===== src/rtl/display_pkg.sv =====
// Shared types and default timing for the multiplexed display scan logic.
// Defaults assume a 25 MHz clock: 83333 cycles per digit slot, 250 cycles of anti-ghost blanking.
package display_pkg;

    typedef enum logic [1:0] {
        ST_IDLE  = 2'd0,
        ST_BLANK = 2'd1,
        ST_ON    = 2'd2
    } scan_state_t;

    localparam int DEFAULT_CYCLES_PER_DIGIT = 83333;
    localparam int DEFAULT_BLANK_CYCLES     = 250;

endpackage


===== src/rtl/next_enabled_digit.sv =====
// Wrap-around priority search: first set mask bit strictly after start_idx, wrapping to start_idx itself last.
// Latency: combinational. Backpressure: none.
// wrapped flags a result at or below start_idx; none flags an all-zero mask.
module next_enabled_digit
    import display_pkg::*;
#(
    parameter int NUM_DIGITS = 5
) (
    input  logic [NUM_DIGITS-1:0]         mask,
    input  logic [$clog2(NUM_DIGITS)-1:0] start_idx,
    output logic [$clog2(NUM_DIGITS)-1:0] next_idx,
    output logic                          wrapped,
    output logic                          none
);

    localparam int IW = $clog2(NUM_DIGITS);

    // One extra bit so start_idx + k (at most 2*NUM_DIGITS-1) never overflows before the wrap.
    logic [IW:0] pos;

    always_comb begin
        next_idx = start_idx;
        none     = 1'b1;
        pos      = '0;
        // Descending scan so the nearest candidate after start_idx is the last one to win.
        for (int k = NUM_DIGITS; k >= 1; k--) begin
            pos = {1'b0, start_idx} + (IW+1)'(k);
            if (pos >= (IW+1)'(NUM_DIGITS)) begin
                pos = pos - (IW+1)'(NUM_DIGITS);
            end
            if (mask[pos[IW-1:0]]) begin
                next_idx = pos[IW-1:0];
                none     = 1'b0;
            end
        end
        wrapped = !none && (next_idx <= start_idx);
    end

endmodule


===== src/rtl/display_scan_ctrl.sv =====
// Time-multiplexed digit scanner: one-hot select per slot, leading blanking, runtime digit mask, frame strobe.
// Latency: all outputs registered; en edge to select change is 1 cycle.
// Backpressure: none; digit_mask is sampled only on leaving IDLE and at slot boundaries.
module display_scan_ctrl
    import display_pkg::*;
#(
    parameter int NUM_DIGITS       = 5,
    parameter int CYCLES_PER_DIGIT = DEFAULT_CYCLES_PER_DIGIT,
    parameter int BLANK_CYCLES     = DEFAULT_BLANK_CYCLES,
    parameter int SEL_ACTIVE_LOW   = 0
) (
    input  logic                          clk,
    input  logic                          reset_n,
    input  logic                          en,
    input  logic [NUM_DIGITS-1:0]         digit_mask,
    output logic [$clog2(NUM_DIGITS)-1:0] digit_idx,
    output logic [NUM_DIGITS-1:0]         digit_sel,
    output logic                          blank,
    output logic                          frame_start
);

    localparam int IW = $clog2(NUM_DIGITS);
    localparam int CW = $clog2(CYCLES_PER_DIGIT);

    localparam logic [CW-1:0] CNT_LAST   = CW'(CYCLES_PER_DIGIT - 1);
    localparam logic [CW-1:0] BLANK_LAST = CW'((BLANK_CYCLES > 0) ? BLANK_CYCLES - 1 : 0);
    localparam scan_state_t   SLOT_FIRST = (BLANK_CYCLES == 0) ? ST_ON : ST_BLANK;
    localparam logic [NUM_DIGITS-1:0] SEL_OFF =
        (SEL_ACTIVE_LOW != 0) ? {NUM_DIGITS{1'b1}} : {NUM_DIGITS{1'b0}};

    scan_state_t           state_q, state_d;
    logic [CW-1:0]         cnt_q, cnt_d;
    logic [IW-1:0]         idx_d;
    logic [NUM_DIGITS-1:0] sel_d;
    logic                  fs_d;

    logic [IW-1:0]         search_start;
    logic [IW-1:0]         search_idx;
    logic                  search_wrapped;
    logic                  search_none;

    // From IDLE, starting at the top index makes the wrap-around search return the lowest set bit.
    assign search_start = (state_q == ST_IDLE) ? IW'(NUM_DIGITS - 1) : digit_idx;

    next_enabled_digit #(
        .NUM_DIGITS (NUM_DIGITS)
    ) u_search (
        .mask      (digit_mask),
        .start_idx (search_start),
        .next_idx  (search_idx),
        .wrapped   (search_wrapped),
        .none      (search_none)
    );

    always_comb begin
        state_d = state_q;
        cnt_d   = cnt_q;
        idx_d   = digit_idx;
        fs_d    = 1'b0;

        if (!en) begin
            state_d = ST_IDLE;
            cnt_d   = '0;
        end else begin
            unique case (state_q)
                ST_IDLE: begin
                    cnt_d = '0;
                    if (!search_none) begin
                        state_d = SLOT_FIRST;
                        idx_d   = search_idx;
                        fs_d    = 1'b1;
                    end
                end
                ST_BLANK: begin
                    cnt_d = cnt_q + CW'(1);
                    if (cnt_q == BLANK_LAST) begin
                        state_d = ST_ON;
                    end
                end
                ST_ON: begin
                    if (cnt_q == CNT_LAST) begin
                        cnt_d = '0;
                        if (search_none) begin
                            state_d = ST_IDLE;
                        end else begin
                            state_d = SLOT_FIRST;
                            idx_d   = search_idx;
                            fs_d    = search_wrapped;
                        end
                    end else begin
                        cnt_d = cnt_q + CW'(1);
                    end
                end
                default: begin
                    state_d = ST_IDLE;
                    cnt_d   = '0;
                end
            endcase
        end
    end

    always_comb begin
        sel_d = SEL_OFF;
        if (state_d == ST_ON) begin
            for (int i = 0; i < NUM_DIGITS; i++) begin
                sel_d[i] = (idx_d == IW'(i)) ^ SEL_OFF[i];
            end
        end
    end

    always_ff @(posedge clk or negedge reset_n) begin
        if (!reset_n) begin
            state_q     <= ST_IDLE;
            cnt_q       <= '0;
            digit_idx   <= '0;
            digit_sel   <= SEL_OFF;
            blank       <= 1'b1;
            frame_start <= 1'b0;
        end else begin
            state_q     <= state_d;
            cnt_q       <= cnt_d;
            digit_idx   <= idx_d;
            digit_sel   <= sel_d;
            blank       <= (state_d != ST_ON);
            frame_start <= fs_d;
        end
    end

endmodule


===== config.mk =====
export PLATFORM = sky130hd
export DESIGN_NAME = display_scan_ctrl
export DESIGN_NICKNAME = d
export VERILOG_FILES = /design/src/rtl/display_pkg.sv /design/src/rtl/next_enabled_digit.sv /design/src/rtl/display_scan_ctrl.sv
export SDC_FILE = /design/constraint.sdc
export NUM_CORES = 1
export LEC_CHECK = 0
export CORE_ASPECT_RATIO = 1.4
export CORE_MARGIN = 2
export CORE_UTILIZATION = 50
export DETAILED_ROUTE_END_ITERATION = 10
export GPL_TIMING_DRIVEN = 0
export MAX_ROUTING_LAYER = met4
export PLACE_DENSITY_LB_ADDON = 0.25
export RECOVER_POWER = 25
export SETUP_SLACK_MARGIN = 0.05
export SLEW_MARGIN = 20
export SYNTH_ARGS = -nofsm -noshare
export SYNTH_HDL_FRONTEND = slang
export SYNTH_SLANG_ARGS = --single-unit

===== constraint.sdc =====
create_clock -name clk -period 3.7 [get_ports clk]
set_clock_uncertainty 0.1 [all_clocks]
set_input_delay 0.925 -clock clk [delete_from_list [all_inputs] [get_ports clk]]
set_output_delay 0.925 -clock clk [all_outputs]
set_load 0.02 [all_outputs]

Yosys cells after proc, flatten, opt, wreduce, memory -nomap -nowiden
Index checks and enable logic that the tools add are counted.
{"block": "op_classes", "n_addsub": 11, "n_lt_le_gt_ge": 11, "eq_ne": 10, "n_mux": 45, "n_reduce_logical": 4}
{"operator": "$mux 3", "count": 14}
{"operator": "$mux 17", "count": 2}
{"operator": "$pmux 17 s2", "count": 1}
{"operator": "$ge 4x3->1 const B", "count": 5}
{"operator": "$lt 3x4->1 const B", "count": 5}
{"operator": "$add 17x1->17 const B", "count": 1}
{"operator": "$eq 17x17->1 const B", "count": 1}
{"operator": "$eq 17x8->1 const B", "count": 1}
{"operator": "$bmux 1 s3", "count": 5}
{"operator": "$mux 1", "count": 15}
{"operator": "$sub 3x3->3 const B", "count": 5}
{"operator": "$add 3x2->4 const B", "count": 2}
{"operator": "$add 3x3->4 const B", "count": 2}
{"operator": "$mux 2", "count": 4}
{"operator": "$eq 3x2->1 const B", "count": 2}
{"operator": "$pmux 2 s3", "count": 1}
{"operator": "$pmux 3 s2", "count": 1}
{"operator": "$mux 5", "count": 1}
{"operator": "$add 3x1->4 const B", "count": 1}
{"operator": "$eq 2x2->1 const B", "count": 2}
{"operator": "$eq 3x1->1 const B", "count": 1}
{"operator": "$eq 3x3->1 const B", "count": 1}
{"operator": "$le 3x3->1", "count": 1}
{"operator": "$logic_not 3->1", "count": 1}
{"operator": "6 further kinds", "count": 6}
{"block": "totals", "register_bits": 29, "inputBits": 8, "out_inout_bits": 10, "word_cells": 87}

Logic depth before layout (Yosys ltp)
Gate-level depths: netlist (run 1).
{"block": "depth", "depth_word": 18, "depth_mapped": 20, "depth_no_buf": 19}

Modules after synthesis
From an unflattened synthesis (run 1), not the netlist that was laid out.
{"block": "unflattened", "cells_unflattened": 304, "area_unflattened_um2": 2688.8}
{"mod": "display_scan_ctrl", "n_inst": 1, "cells_per_inst": 144, "area_each_um2": 1525.2, "seq_area_each_um2": 726.9}
{"mod": "next_enabled_digit", "n_inst": 1, "cells_per_inst": 160, "area_each_um2": 1163.6, "seq_area_each_um2": 0.0}

Worst setup path after synthesis (run 1)
Ideal clock, no wire load.
{"block": "synth_timing", "path_type": "flip-flop to flip-flop", "from": "register state_q[0]", "to": "register frame_start", "setup_ns": 0.072, "arrival_time_ns": 3.810, "t_required_ns": 3.528, "setup_slack_ns": -0.282, "stages_incl_launch_ff": 21, "path_buffers": 1, "period_less_slack_ns": 3.982, "cell_sequence": "dfrtp_1 inv_1 ha_1 and2b_1 inv_1 ha_1 ha_1 buf_2 nor2_1 a211oi_1 or3b_1 a211oi_1 or3b_4 o311ai_2 a21o_1 ha_1 inv_1 a21o_1 a21oi_1 a311oi_1 nor2_1"}
{"block": "synth_via", "elab_chain_cells": 18, "elab_cells_between_ends": 51, "cone_classes": "add/sub (10); order compare (6); eq/ne (1); mux (31); reduce/logical (3)"}
{"element": "start, declared", "line_no": "display_scan_ctrl.sv:31", "text": "scan_state_t state_q, state_d;"}
{"element": "start signal, assigned", "line_no": "display_scan_ctrl.sv:120", "text": "state_q <= state_d;"}
{"element": "$logic_not 2->1", "line_no": "display_scan_ctrl.sv:43, display_scan_ctrl.sv:65"}
{"element": "$mux 3", "line_no": "display_scan_ctrl.sv:43", "text": "assign search_start = (state_q == ST_IDLE) ? IW'(NUM_DIGITS - 1) : digit_idx;"}
{"element": "$add 3x3->4", "line_no": "next_enabled_digit.sv:27", "text": "pos = {1'b0, start_idx} + (IW+1)'(k);"}
{"element": "$ge 4x3->1 or $sub 3x3->3 (tied branches)", "line_no": "next_enabled_digit.sv:28, next_enabled_digit.sv:29"}
{"element": "$mux 3", "line_no": "next_enabled_digit.sv:28", "text": "if (pos >= (IW+1)'(NUM_DIGITS)) begin"}
{"element": "$bmux 1 s3", "line_no": "next_enabled_digit.sv:31", "text": "if (mask[pos[IW-1:0]]) begin"}
{"element": "$mux 1 (not written as such)", "line_no": "next_enabled_digit.sv:31"}
{"element": "$mux 3 or $mux 1 (tied branches) (5 in series)", "line_no": "next_enabled_digit.sv:31"}
{"element": "$le 3x3->1 or $logic_not 1->1 (tied branches)", "line_no": "next_enabled_digit.sv:36", "text": "wrapped = !none && (next_idx <= start_idx);"}
{"element": "$logic_and 1x1->1", "line_no": "next_enabled_digit.sv:36"}
{"element": "$mux 1", "line_no": "display_scan_ctrl.sv:83", "text": "if (search_none) begin"}
{"element": "$mux 1", "line_no": "display_scan_ctrl.sv:81", "text": "if (cnt_q == CNT_LAST) begin"}
{"element": "$pmux 1 s2 (*)", "line_no": "display_scan_ctrl.sv:65", "text": "unique case (state_q)"}
{"element": "$mux 1 (*)", "line_no": "display_scan_ctrl.sv:61", "text": "if (!en) begin"}
{"element": "named net fs_d", "line_no": "display_scan_ctrl.sv:35", "text": "logic fs_d;"}
{"element": "end signal, assigned", "line_no": "display_scan_ctrl.sv:125", "text": "frame_start <= fs_d;"}
{"element": "end, declared", "line_no": "display_scan_ctrl.sv:19", "text": "output logic frame_start"}
Mark *: on every way through the listed nets, which the timed path passes. The rest lies on a longest branch. The select of a mux whose other input is x is not followed.

Worst setup path after layout (run 1)
Same ends and word-level chain as after synthesis.

==> results by group, run 1 <==
STA
  – Min Tclk post-route: just under 4 ns
  – Worst Slack Setup Final: -0.161 ns
  – Final hold vios: 0
  – Slew @ Worst Pin: around 1.6 ns
  – Final setup vio count: 7
  – Fin. max-slew vios: 30
  – Total negative slack: -0.406 ns
  – Unrepaired setup endpoints after global routing: yes
  – Fmax: ~260 MHz
  – Rel. slew slack: -3.50%
  – Fin crit share: 104%

Worst setup path
  – Setup crit end kind: register
  – Flop-to-flop setup slack: -0.16 ns
  – WP data arrival: 3.98 ns
  – Setup CP Type: register to register
  – FF-to-FF path depth: 19
  – Critical Path RT: 3.81 ns
  – Max FO, Critical Path: 6
  – Startpoint types: register
  – CP Capture Point: frame_start
  – Worst r2r src: state_q[0]
  – Reg2Reg Capture Point: frame_start
  – Crit path launch: state_q[0]

Floorplan
  – Core ar.: ~4900 µm²
  – Initial core utilization: between 50% and 60%
  – Die height: about 89 µm
  – Rows: 30
  – Die area: between 5000 and 6000 µm²
  – Die Wd: 64.6 µm
  – Top-Level Pins: 18

Status
  – Status: finished with violations
  – Violated checks: capacitance limit, slew limit, setup timing

Synthesis
  – Area share of the largest cell type after synthesis: roughly 27%
  – Cells after synthesis: slightly below 300
  – Syn nets: around 320
  – Netlist cell types: 74
  – Largest cells by area after synthesis: dfrtp_1 (27%), ha_1 (9.3%), nor2_1 (5.4%)
  – Mapped Avg Cell Area: 8.74 µm²
  – Yosys reg bits: 29
  – Register area share after synthesis: about 28%
  – Cell taking the most area after synthesis: dfrtp_1
  – Synthesized cell area: approximately 2600 µm²
  – Prevailing post-synth register cell: dfrtp_1
  – Asr flop ratio synth: 100%
  – Syn. warnings: 0
  – Post-synth EDFFs: 0

Pwr
  – Power per cell area: 886 nW/µm²
  – LEAKAGE: approximately 1.4 nW
  – VDD IR max: 0.000318 V

Placement
  – Routability Congestion: 0.927
  – Dpl hpwl: 5000 µm
  – Post-Place Worst Slack: -0.398 ns
  – Port Buffer Count: 17

GRT
  – GRT Residual Overflow: 0
  – Initial antenna violation count: 0
  – GRT Util Overall: around a quarter
  – M3 GR Usage: 2.93%
  – Gr busiest metal: met2
  – First-pass GRT wire length: 11,300 µm
  – Largest net degree at the start of global routing: 30
  – M1 GR Usage: 27.1%
  – Vias in the first global route: about 2.5k
  – Grt met2 use: 49.1%

Final layout
  – ANT cells: 0
  – Layout cells sized above 1: 26.0%
  – Fin nets: 364
  – Area grow syn2layout: 31.4%

Route
  – Remaining DRCs: 0
  – Routed vias: between 2k and 2.5k
  – DRT Pass-1 Iters: 5
  – Final ANT Viol Nets: 0
  – Drt wl/cell: 17.4 µm
  – Drt total wl: around 7000 µm
  – Drt via density: just over 6
  – Initial DRC count: 147

Clock network
  – Later-pin clock latency in the skew report: 0.28 ns
  – Total CTS buffers: 5
  – Hold Buf Count CTS: 0
  – CTS tree: yes
  – Root buffer cell: clkbuf_8
  – Clock Pin Slew Worst Setup and Hold Paths: ~0.070 ns
  – Htree depth: 2
  – Clock sinks: 29
  – Maximum clock insertion buffer count: 2

Min path
  – Worst Hold Class: register to register

Flow run
  – Max-Cap Viols: 1
==> Yosys cell counts, types with 5 or more instances <==
cell type	instances
mux2i_1	7
nand2_1	23
nor2_1	37
xnor2_1	9
nand2b_1	5
a21oi_1	9
and3_1	6
nor3_1	5
nand3_1	15
dfrtp_1	28
o21ai_0	14
ha_1	19
inv_1	16
nand4_1	7
xor2_1	6
==> stage by stage <==
step	util, %	hold WS [ns]	instance area, µm²	total power, mW	instances
2_1_floorplan	-	0.373	2670	1.78	294
3_3_place_gp	59.4	0.408	2920	2.12	375
3_5_place_dp	59.3	0.416	2910	2.16	375
4_1_cts	65.8	0.426	3230	2.77	396
5_1_grt	68.7	0.464	3380	3.15	402
6_report	68.7	0.420	3380	2.99	402
==> cells by family (layout without fill, tap and decap cells) <==
logic type / after synthesis / after routing / share of synthesized area, %
AO/OA/AOI/OAI: 69 / 69 / 22.3
multiplexers: 11 / 11 / 5.21
XOR/XNOR: 15 / 15 / 5.11
AND/OR/NAND/NOR: 127 / 127 / 25.9
buffers and inverters: 24 / 68 / 3.94
flip-flops: 29 / 29 / 28.3
adder cells (fa/ha/maj): 19 / 19 / 9.25
==> layer usage <==
metal / vias up / share of wire (%)
li1: 1172 / -
met1: 1160 / 40
met2: 68 / 53
met3: 26 / 2.8
met4: 0 / 4.3
met5: - / 0
==> worst min path at each step <==
stage	endpoint	cells past startpoint	slack, ns	startpoint
after floorplan	cnt_q[0]	1	0.37	cnt_q[0]
after global placement	cnt_q[0]	1	0.41	cnt_q[0]
after detailed placement	cnt_q[0]	1	0.42	cnt_q[0]
after CTS	cnt_q[0]	1	0.43	cnt_q[0]
after global routing	cnt_q[0]	1	0.46	cnt_q[0]
final	cnt_q[0]	1	0.42	cnt_q[0]
==> critical path, cell delays in order, from the launching register on <==
cell and delay [ns]:
dfrtp_1 0.38, inv_2 0.06, ha_4 0.17, and2b_4 0.30
inv_8 0.05, ha_4 0.15, ha_4 0.31, nor2_2 0.05
a211oi_2 0.36, or3b_4 0.21, a211oi_4 0.07, or3b_4 0.41
o311ai_4 0.32, a21o_1 0.17, ha_2 0.16, inv_1 0.04
a21o_1 0.15, a21oi_1 0.13, a311oi_1 0.06, nor2_1 0.11
==> what timing repair did <==
item / in CTS / in global routing
pin swaps: 14 / 13
endpoints found under the setup margin: 8 / 9
buffers inserted: 14 / 6
resized for setup: 28 / 17
==> cell type report <==
type                            instances  area (µm²)
Buffer                                  5        38.8
Clock inverter                          1        30.0
Multi-Input combinational cell        241        2000
Tap cell                               64        80.1
Timing Repair Buffer                   37         334
Fill cell                             395        1540
Clock buffer                            7        86.3
Inverter                               18        85.1
Sequential cell                        29         727
==> placed cells by master (no fill, tap or decap), types with 4 or more instances in the layout <==
cell type,synthesis,layout
nor2_1,37,35
dfrtp_1,28,28
nand2_1,23,22
buf_4,0,18
clkdlybuf4s50_1,0,16
nand3_1,15,15
inv_1,16,12
o21ai_0,14,11
ha_1,19,10
a21oi_1,9,9
xnor2_1,9,9
clkbuf_8,0,7
nand4_1,7,7
ha_4,0,7
and3_1,6,6
xor2_1,6,6
mux2i_1,7,5
nor3_1,5,5
nand2b_1,5,4
a21o_1,4,4
==> report_power, final <==
part / switching [mW] / leakage (nW) / internal, mW
sequential: 0.0322 / 0.396 / 0.343
combinational: 1.25 / 0.911 / 1.03
clock: 0.119 / 0.0585 / 0.219
total: 1.40 / 1.37 / 1.59
==> state kept, by name (all words and copies together), names as in the netlist <==
| signal | count |
|---|---|
| state_q | 2 |
| digit_sel | 5 |
| cnt_q | 17 |
| frame_start | 1 |
| digit_idx | 3 |
| blank | 1 |
(Power assumes the default switching activity.)
==> inputs of run 2 (changes only) <==
--- a/config.mk
+++ b/config.mk
@@ -10,2 +10,3 @@
 export CORE_UTILIZATION = 50
+export CTS_CLUSTER_SIZE = 12
 export DETAILED_ROUTE_END_ITERATION = 10
==> constraint.sdc (replaced) <==
create_clock -name clk -period 3.7 [get_ports clk]
set_clock_uncertainty 0.1 [all_clocks]
set_input_delay 0.37 -clock clk [delete_from_list [all_inputs] [get_ports clk]]
set_output_delay 0.37 -clock clk [all_outputs]
set_load 0.02 [all_outputs]
==> results of run 2 <==
Same layout as run 1 (identical final DEF). Status: finished with violations: capacitance limit, slew limit, setup timing.
Among the figures that moved: hold slack 0.420 ns -> 0.364 ns
==> inputs of run 3 (changes only) <==
clock period = 4.15 ns   (was 3.7 ns; I/O delays follow)
==> run 3 against run 2 <==
Against the previous run: worst hold slack gained 0.011 ns; highest routed layer unchanged; first-iteration DRC count fell by 37%; the flow now finishes without violations; design area shrank 8.0%; fmax fell by 2.2%; critical path type unchanged; largest cell class unchanged; critical endpoint unchanged; largest power group unchanged; via count fell by 2.4%; die area unchanged.
==> results by group, run 3 (synthesized netlist as in run 1, its figures left out) <==
Final layout
  – Largest register by flop count: cnt_q
  – Number of flip-flops in the largest register: 17
  – Largest regs: cnt_q x17, digit_sel x5, digit_idx x3
  – Fin nets: ~350
  – Commonest non-fill, non-tap cell in the layout: nor2_1
  – Area grow syn2layout: 20.8%
  – Final Cell Area: roughly 3100 µm²
  – ANT cells: 0
  – Most frequent cells in the layout: nor2_1 (35), dfrtp_1 (28), nand2_1 (23)
  – Layout cells sized above 1: ~20%

Pwr
  – LEAKAGE: approximately 1.3 nW
  – VDD IR max: around 0.00043 V
  – Power per cell area: approximately 760 nW/µm²
  – Overall Power: between 2 and 2.5 mW

GRT
  – First-pass GRT wire length: 10,700 µm
  – GRT Residual Overflow: 0
  – GRT Util Overall: between 20% and 30%
  – Initial antenna violation count: 0
  – Vias in the first global route: between 2k and 2.5k
  – Largest net degree at the start of global routing: 30

Clock network
  – Clock Pin Slew Worst Setup and Hold Paths: roughly 0.06 ns
  – Root buffer cell: clkbuf_8
  – Total CTS buffers: 5
  – Htree depth: 2
  – Clock sinks: 29
  – Later-pin clock latency in the skew report: around 0.29 ns
  – CTS tree: yes
  – Maximum clock insertion buffer count: 2

Floorplan
  – Initial core utilization: a little over half
  – Die Wd: about 65 µm
  – Die height: slightly below 90 µm
  – Core ar.: 4920 µm²
  – Top-Level Pins: 18
  – Die area: between 5000 and 6000 µm²
  – Rows: 30

STA
  – Min Tclk post-route: roughly 3.9 ns
  – Rel. slew slack: around 1.0%
  – Fin. max-slew vios: 0
  – Unrepaired setup endpoints after global routing: no
  – Fin crit share: around 95%
  – Slew @ Worst Pin: between 1 and 1.5 ns
  – Final hold vios: 0
  – Total negative slack: 0 ns
  – Final setup vio count: 0
  – Fmax: 253 MHz

Placement
  – Routability Congestion: around 0.92
  – Dpl hpwl: 4670 µm
  – Port Buffer Count: 17
  – Post-DP Area: 2820 µm²

Min path
  – Worst Hold Class: input port to async pin

Worst setup path
  – WP data arrival: 4.01 ns
  – Setup CP Type: register to register
  – Critical Path RT: between 4 and 5 ns
  – Startpoint types: register
  – Max FO, Critical Path: 6
  – Setup crit end kind: register

Route
  – Final ANT Viol Nets: 0
  – Remaining DRCs: 0
  – WL met3: 236 µm
  – Drt via density: 6.04
  – Routed vias: 2,368
  – Wire length on met1: 2700 µm
  – Drt total wl: roughly 6500 µm
  – Drt wl/cell: between 15 and 20 µm
  – DR top layer: met4
  – Met2 WL: 3440 µm
  – Initial DRC count: a little over 90
  – DRT Pass-1 Iters: 5

Status
  – Status: finished clean

Flow run
  – Max-Cap Viols: 0
-- run 3: changes by cell type in the layout (fill, tap and decap cells not counted), sizes merged --
| cell | delta |
|---|---|
| buf | -9 |
| bufinv | -1 |
-- run 3: worst max-delay path, cell delays in order (launching register included) --
cell and delay (ns):
dfrtp_1 0.40, inv_2 0.07, ha_4 0.17, and2b_4 0.27
buf_4 0.16, ha_1 0.34, inv_1 0.07, a21o_1 0.20
mux2_4 0.30, o2111a_1 0.28, or3b_4 0.44, o311ai_4 0.28
a21o_1 0.16, ha_2 0.26, a311oi_1 0.25, nor2_1 0.06
-- run 3: final timing paths --
path,from,to,slack (ns),cells after the start
max in group asynchronous,reset_n,digit_sel[1],2.70,1
min,reset_n,cnt_q[10],0.37,1
min reg2reg,cnt_q[0],cnt_q[0],0.42,1
min in group clk,cnt_q[0],cnt_q[0],0.42,1
max reg2reg,state_q[0],frame_start,0.20,15
max,state_q[0],frame_start,0.20,15
-- run 3: stage by stage --
stage / utilization (%) / std cells / setup WS [ns] / hold WS, ns
2_1_floorplan: - / 294 / 0.168 / 0.0194
3_3_place_gp: 57.4 / 375 / -0.458 / 0.407
3_5_place_dp: 57.3 / 375 / -0.492 / 0.367
4_1_cts: 59.8 / 383 / 0.0552 / 0.0622
5_1_grt: 63.2 / 392 / 0.0307 / 0.453
6_report: 63.2 / 392 / 0.201 / 0.375
-- run 3: final cells by class --
cell class	instances	area [µm²]
clock buffer	8	90.1
buffer	5	36.3
multi-input combinational	241	1860
fill	407	1810
tap	64	80.1
inverter	18	70.1
timing repair buffer	27	239
sequential	29	727
-- run 3: where the power goes --
part           switching (mW)  total, mW  internal [mW]
Combinational            1.01       1.80          0.792
Clock                   0.101      0.236          0.135
Sequential             0.0302      0.336          0.306
-- run 3: what timing repair did --
item | in CTS | in global routing
cloned | 0 | 0
setup endpoints to repair | 11 | 4
hold buffers | 0 | 0
buffers inserted | 1 | 9
resized for setup | 10 | 22
pin swaps | 0 | 10
-- run 3: routing by layer --
layer  vias up  global-route usage [%]
li1       1152                       -
met3        14                    3.31
met5         -                       -
met1      1145                    27.8
met2        57                    44.0
met4         0                    10.4
==> variant 1, RTL diff (config.mk and constraints of run 1) <==
`NUM_DIGITS` is set to 5 in 2 places; all go to 6.
--- a/src/rtl/next_enabled_digit.sv
+++ b/src/rtl/next_enabled_digit.sv
@@ -4,7 +4,7 @@
 module next_enabled_digit
     import display_pkg::*;
 #(
-    parameter int NUM_DIGITS = 5
+    parameter int NUM_DIGITS = 6
 ) (
     input  logic [NUM_DIGITS-1:0]         mask,
     input  logic [$clog2(NUM_DIGITS)-1:0] start_idx,
--- a/src/rtl/display_scan_ctrl.sv
+++ b/src/rtl/display_scan_ctrl.sv
@@ -4,7 +4,7 @@
 module display_scan_ctrl
     import display_pkg::*;
 #(
-    parameter int NUM_DIGITS       = 5,
+    parameter int NUM_DIGITS       = 6,
     parameter int CYCLES_PER_DIGIT = DEFAULT_CYCLES_PER_DIGIT,
     parameter int BLANK_CYCLES     = DEFAULT_BLANK_CYCLES,
     parameter int SEL_ACTIVE_LOW   = 0
Ports: changed (resized digit_mask and digit_sel); port bits go from 18 to 20. No check against the original RTL was run, so the function may have changed too.
==> variant 1 against run 1 <==
- the run ends with max-capacitance violations, max-slew violations left
- hold slack better by 0.012 ns
- wire length up 24%
- synthesized area up 9.9%
- power down 5.2%
- setup slack better by 0.23 ns
- final area up 14%
- cell count up 13%
- combinational power down 5%
- utilization up 1.3 points
- sequential cell count up 1
==> variant 1: results (changes against run 1) <==
| Metric | Value |
|---|---|
| Avg WL per Cell | `19.1 um (was 17.4 um)` |
| Leakage power figure | `1.56 nW (was 1.37 nW)` |
| Registers with the highest flip-flop counts | `cnt_q (17), digit_sel (6), digit_idx (3) (was cnt_q (17), digit_sel (5), digit_idx (3))` |
| Status | `finished with violations (unchanged)` |
| Sequential cell area | `753 um2 (was 727 um2)` |
| Maximum vdd drop | `0.000571 V (was 0.000318 V)` |
| Count of max-cap constraint violations | `1 (unchanged)` |
| Post-route minimum period | `3.63 ns (was 3.86 ns)` |
| Critical path's slowest cell | `sky130_fd_sc_hd__dfrtp_1 (was sky130_fd_sc_hd__or3b_4)` |
| Synthesized Nets | `356 (was 321)` |
| Register-to-register setup slack | `0.07 ns (was -0.16 ns)` |
| Switching Share | `0.462 (was 0.469)` |
| Filler cell count | `411 (was 395)` |
| Distinct cell type count after synthesis | `75 (was 74)` |
| Leading post-synthesis cells by instance count | `30 x sky130_fd_sc_hd__nor2_1, 29 x sky130_fd_sc_hd__dfrtp_1, 24 x sky130_fd_sc_hd__nand2_1 (was 37 x sky130_fd_sc_hd__nor2_1, 28 x sky130_fd_sc_hd__dfrtp_1, 23 x sky130_fd_sc_hd__nand2_1)` |
| DR pass1 iterations | `4 (was 5)` |
| Placement Cell Area | `3100 um2 (was 2910 um2)` |
| Total half-perimeter wirelength after legalization and detailed placement | `5690 um (was 5000 um)` |
| Global placement routability congestion | `1.01 (was 0.927)` |
| Violated checks | `max-capacitance violations, max-slew violations (was max-capacitance violations, max-slew violations, negative setup slack)` |
| Register area share after synthesis | `0.266 (was 0.283)` |
| Slew margin rel. | `-0.0246 (was -0.0350)` |
| Count of input and output buffers | `19 (was 17)` |
| Leading post-synthesis cells by cell area | `sky130_fd_sc_hd__dfrtp_1 26%, sky130_fd_sc_hd__ha_1 8.4%, sky130_fd_sc_hd__nor2_1 4.0%, sky130_fd_sc_hd__xor2_1 3.4%, sky130_fd_sc_hd__nand2_1 3.2% (was sky130_fd_sc_hd__dfrtp_1 27%, sky130_fd_sc_hd__ha_1 9.3%, sky130_fd_sc_hd__nor2_1 5.4%, sky130_fd_sc_hd__nand2_1 3.4%, sky130_fd_sc_hd__xnor2_1 3.1%)` |
| Share of cells above drive strength 1 | `0.326 (was 0.260)` |
| Met3 wirelength from detailed routing | `407 um (was 197 um)` |
| Largest net degree at the start of global routing | `31 (was 30)` |
| Total Routing Usage GR | `0.278 (was 0.263)` |
| Total number of vias | `2,888 (was 2,426)` |
| Final Max Tran Viols | `31 (was 30)` |
| DR iter-0 viols | `213 (was 147)` |
| Minimum setup slack after placement | `-0.594 ns (was -0.398 ns)` |
| Crit-path max FO | `10 (was 6)` |
| Met2 layer wire length in the routed design | `4590 um (was 3690 um)` |
| Post-synthesis cell count | `328 (was 294)` |
variant 1: cell count changes after synthesis, sizes merged, moves of 4 or more:
cell,delta
or3,+4
a21boi,+5
nor2b,+7
buf,+5
and2,+4
o21ai,+4
xnor2,-4
o21a,+7
xor2,+5
nor2,-5
variant 1: power groups by stage:
stage / Combinational [W] / Clock (W) / Sequential (W)
detailed placement: 0.00142 / 0 / 0.000391
finish: 0.00217 / 0.000272 / 0.000388
global placement: 0.00141 / 0 / 0.000390
global route: 0.00230 / 0.000294 / 0.000390
CTS: 0.00162 / 0.000274 / 0.000384
floorplan: 0.00107 / 0 / 0.000402
variant 1: worst min path at each step:
stage / startpoint / to / slack [ns] / depth (start not counted)
CTS: cnt_q[0] / cnt_q[0] / 0.44 / 1
global route: cnt_q[0] / cnt_q[0] / 0.48 / 1
detailed placement: cnt_q[0] / cnt_q[0] / 0.43 / 1
finish: cnt_q[0] / cnt_q[0] / 0.43 / 1
floorplan: cnt_q[0] / cnt_q[0] / 0.38 / 1
global placement: cnt_q[0] / cnt_q[0] / 0.42 / 1
variant 1: repair_timing:
action                                  4_1_cts  5_1_grt
pin swaps                                     9       23
resized for setup                            24       68
gates cloned                                  0        0
setup buffers                                13       19
endpoints found under the setup margin       12        8
variant 1: kinds of logic after synthesis:
| family | Yosys count | share of synthesized area |
|---|---|---|
| AND/OR/NAND/NOR | 139 | 0.279 |
| XOR/XNOR | 16 | 0.0496 |
| adder cells (fa/ha/maj) | 19 | 0.0842 |
| multiplexers | 7 | 0.0354 |
| flip-flops | 30 | 0.266 |
| AO/OA/AOI/OAI | 87 | 0.234 |
| buffers and inverters | 30 | 0.0518 |
variant 1: final cells by class:
cell class / instances / share of cell area
plain buffers: 10 / 0.0232
inverters: 20 / 0.0235
flip-flops and latches: 30 / 0.196
multi-input cells: 268 / 0.593
repair buffers: 51 / 0.119
clock buffers: 8 / 0.0235
well taps: 68 / 0.0222
variant 1: layer usage:
metal	vias to the layer above	track usage
li1	1327	-
met1	1395	0.306
met2	121	0.471
met3	45	0.0377
met4	0	0.150
met5	-	-
variant 1: worst reg2reg max path: cells and delay by family, from the launching register on:
family	cells	cell delay, ns
muxes	1	0.36
buffers and inverters	4	0.50
DFF	1	0.40
AOI/OAI and AO/OA	4	0.89
and+or+nand+nor	4	0.26
adders and majority gates	3	0.85
xor gates and xnor gates	1	0.14
variant 1: metrics by stage:
stage	instances	hold slack (ns)
after floorplan	328	0.380
after global placement	415	0.417
after detailed placement	415	0.433
after CTS	436	0.444
after global routing	455	0.476
final	455	0.432
==> variant 2, RTL diff (flow settings as in run 1) <==
Made on the original files. Register the output `digit_sel` once more, cleared by the reset; this adds one clock of latency there. The other outputs are not delayed to match.
--- a/src/rtl/display_scan_ctrl.sv
+++ b/src/rtl/display_scan_ctrl.sv
@@ -27,6 +27,8 @@
     localparam scan_state_t   SLOT_FIRST = (BLANK_CYCLES == 0) ? ST_ON : ST_BLANK;
     localparam logic [NUM_DIGITS-1:0] SEL_OFF =
         (SEL_ACTIVE_LOW != 0) ? {NUM_DIGITS{1'b1}} : {NUM_DIGITS{1'b0}};
+
+    logic [NUM_DIGITS-1:0] digit_sel_s0;
 
     scan_state_t           state_q, state_d;
     logic [CW-1:0]         cnt_q, cnt_d;
@@ -113,18 +115,26 @@
             state_q     <= ST_IDLE;
             cnt_q       <= '0;
             digit_idx   <= '0;
-            digit_sel   <= SEL_OFF;
+            digit_sel_s0 <= SEL_OFF;
             blank       <= 1'b1;
             frame_start <= 1'b0;
         end else begin
             state_q     <= state_d;
             cnt_q       <= cnt_d;
             digit_idx   <= idx_d;
-            digit_sel   <= sel_d;
+            digit_sel_s0 <= sel_d;
             blank       <= (state_d != ST_ON);
             frame_start <= fs_d;
         end
     end
 
+    always_ff @(posedge clk or negedge reset_n) begin
+        if (!reset_n) begin
+            digit_sel <= '0;
+        end else begin
+            digit_sel <= digit_sel_s0;
+        end
+    end
+
 endmodule
 
Check against the original RTL: no difference found for any inputs over 10 cycles, from zero or initial values and one cycle with reset_n low; that may be too few to reach the edited logic, so the function may still have changed.
==> variant 2 against run 1 <==
- the run still ends with max-capacitance violations, max-slew violations, negative setup slack left
- sequential cell count rose by 5
- die area rose by 4.6%
- synthesized area rose by 4.9%
- power rose by 7.9%
- hold slack got worse by 0.17 ns
- sequential power rose by 15%
- clock power barely moved
- critical path depth fell by 1
- wire length rose by 6.2%
- final area rose by 5.3%
- setup slack improved by 0.10 ns
==> variant 2: results (changes against run 1) <==
| Metric | Value |
|---|---|
| Status | `finished with violations (unchanged)` |
| Violated checks | `max-capacitance violations, max-slew violations, negative setup slack (unchanged)` |
| Largest incremental delay on the critical path | `0.45 ns (was 0.41 ns)` |
| Synth Area in Compound Gates | `0.212 (was 0.222)` |
| Total half-perimeter wirelength after legalization and detailed placement | `4830 um (was 5000 um)` |
| Adder and majority cell fraction of the synthesized area | `0.0882 (was 0.0925)` |
| Count of max-cap constraint violations | `1 (unchanged)` |
| Global placement routability congestion | `0.870 (was 0.927)` |
| Register area share after synthesis | `0.316 (was 0.283)` |
| DR pass1 iterations | `4 (was 5)` |
| Post-synthesis mux area share | `0.0497 (was 0.0521)` |
| Layout clock buffer count | `5 (was 7)` |
| Grt met1 use | `0.275 (was 0.271)` |
| Number of global-route vias before repair | `2,508 (was 2,474)` |
| Rows | `31 (was 30)` |
| Count of endpoints failing setup in the final report | `3 (was 7)` |
| Met3 wirelength from detailed routing | `223 um (was 197 um)` |
| Synthesized Nets | `326 (was 321)` |
| Fraction of area in clock buffers and inverters | `0.0320 (was 0.0345)` |
| Number of cells traversed by the worst hold path | `0 (was 1)` |
| Area share of buffers outside the clock network | `0.103 (was 0.110)` |
| Setup Fix Bufs, Post-CTS | `13 (was 14)` |
| Sequential cell area | `852 um2 (was 727 um2)` |
| Final Max Tran Viols | `35 (was 30)` |
| Multi-input gate share of the layout cell area | `0.579 (was 0.591)` |
| Final worst setup slack | `-0.0571 ns (was -0.161 ns)` |
variant 2: worst max path at each step:
stage	to	slack, ns	cells after the start	startpoint
6_report	frame_start	-0.06	18	state_q[1]
5_1_grt	frame_start	-0.22	18	state_q[0]
4_1_cts	frame_start	0.006	18	state_q[0]
3_5_place_dp	frame_start	-0.35	19	state_q[1]
3_3_place_gp	frame_start	-0.32	17	state_q[1]
2_1_floorplan	frame_start	0.06	19	state_q[1]
variant 2: through the flow:
stage	total power (W)	TNS, ns
floorplan	0.00184	0
global placement	0.00216	-0.944
detailed placement	0.00219	-1.27
CTS	0.00281	0
global route	0.00340	-0.760
finish	0.00323	-0.0898
variant 2: where the power goes:
part | switching [W] | total (W) | internal [W]
clock | 0.000138 | 0.000338 | 0.000200
combinational | 0.00135 | 0.00246 | 0.00111
sequential | 0.0000340 | 0.000432 | 0.000398
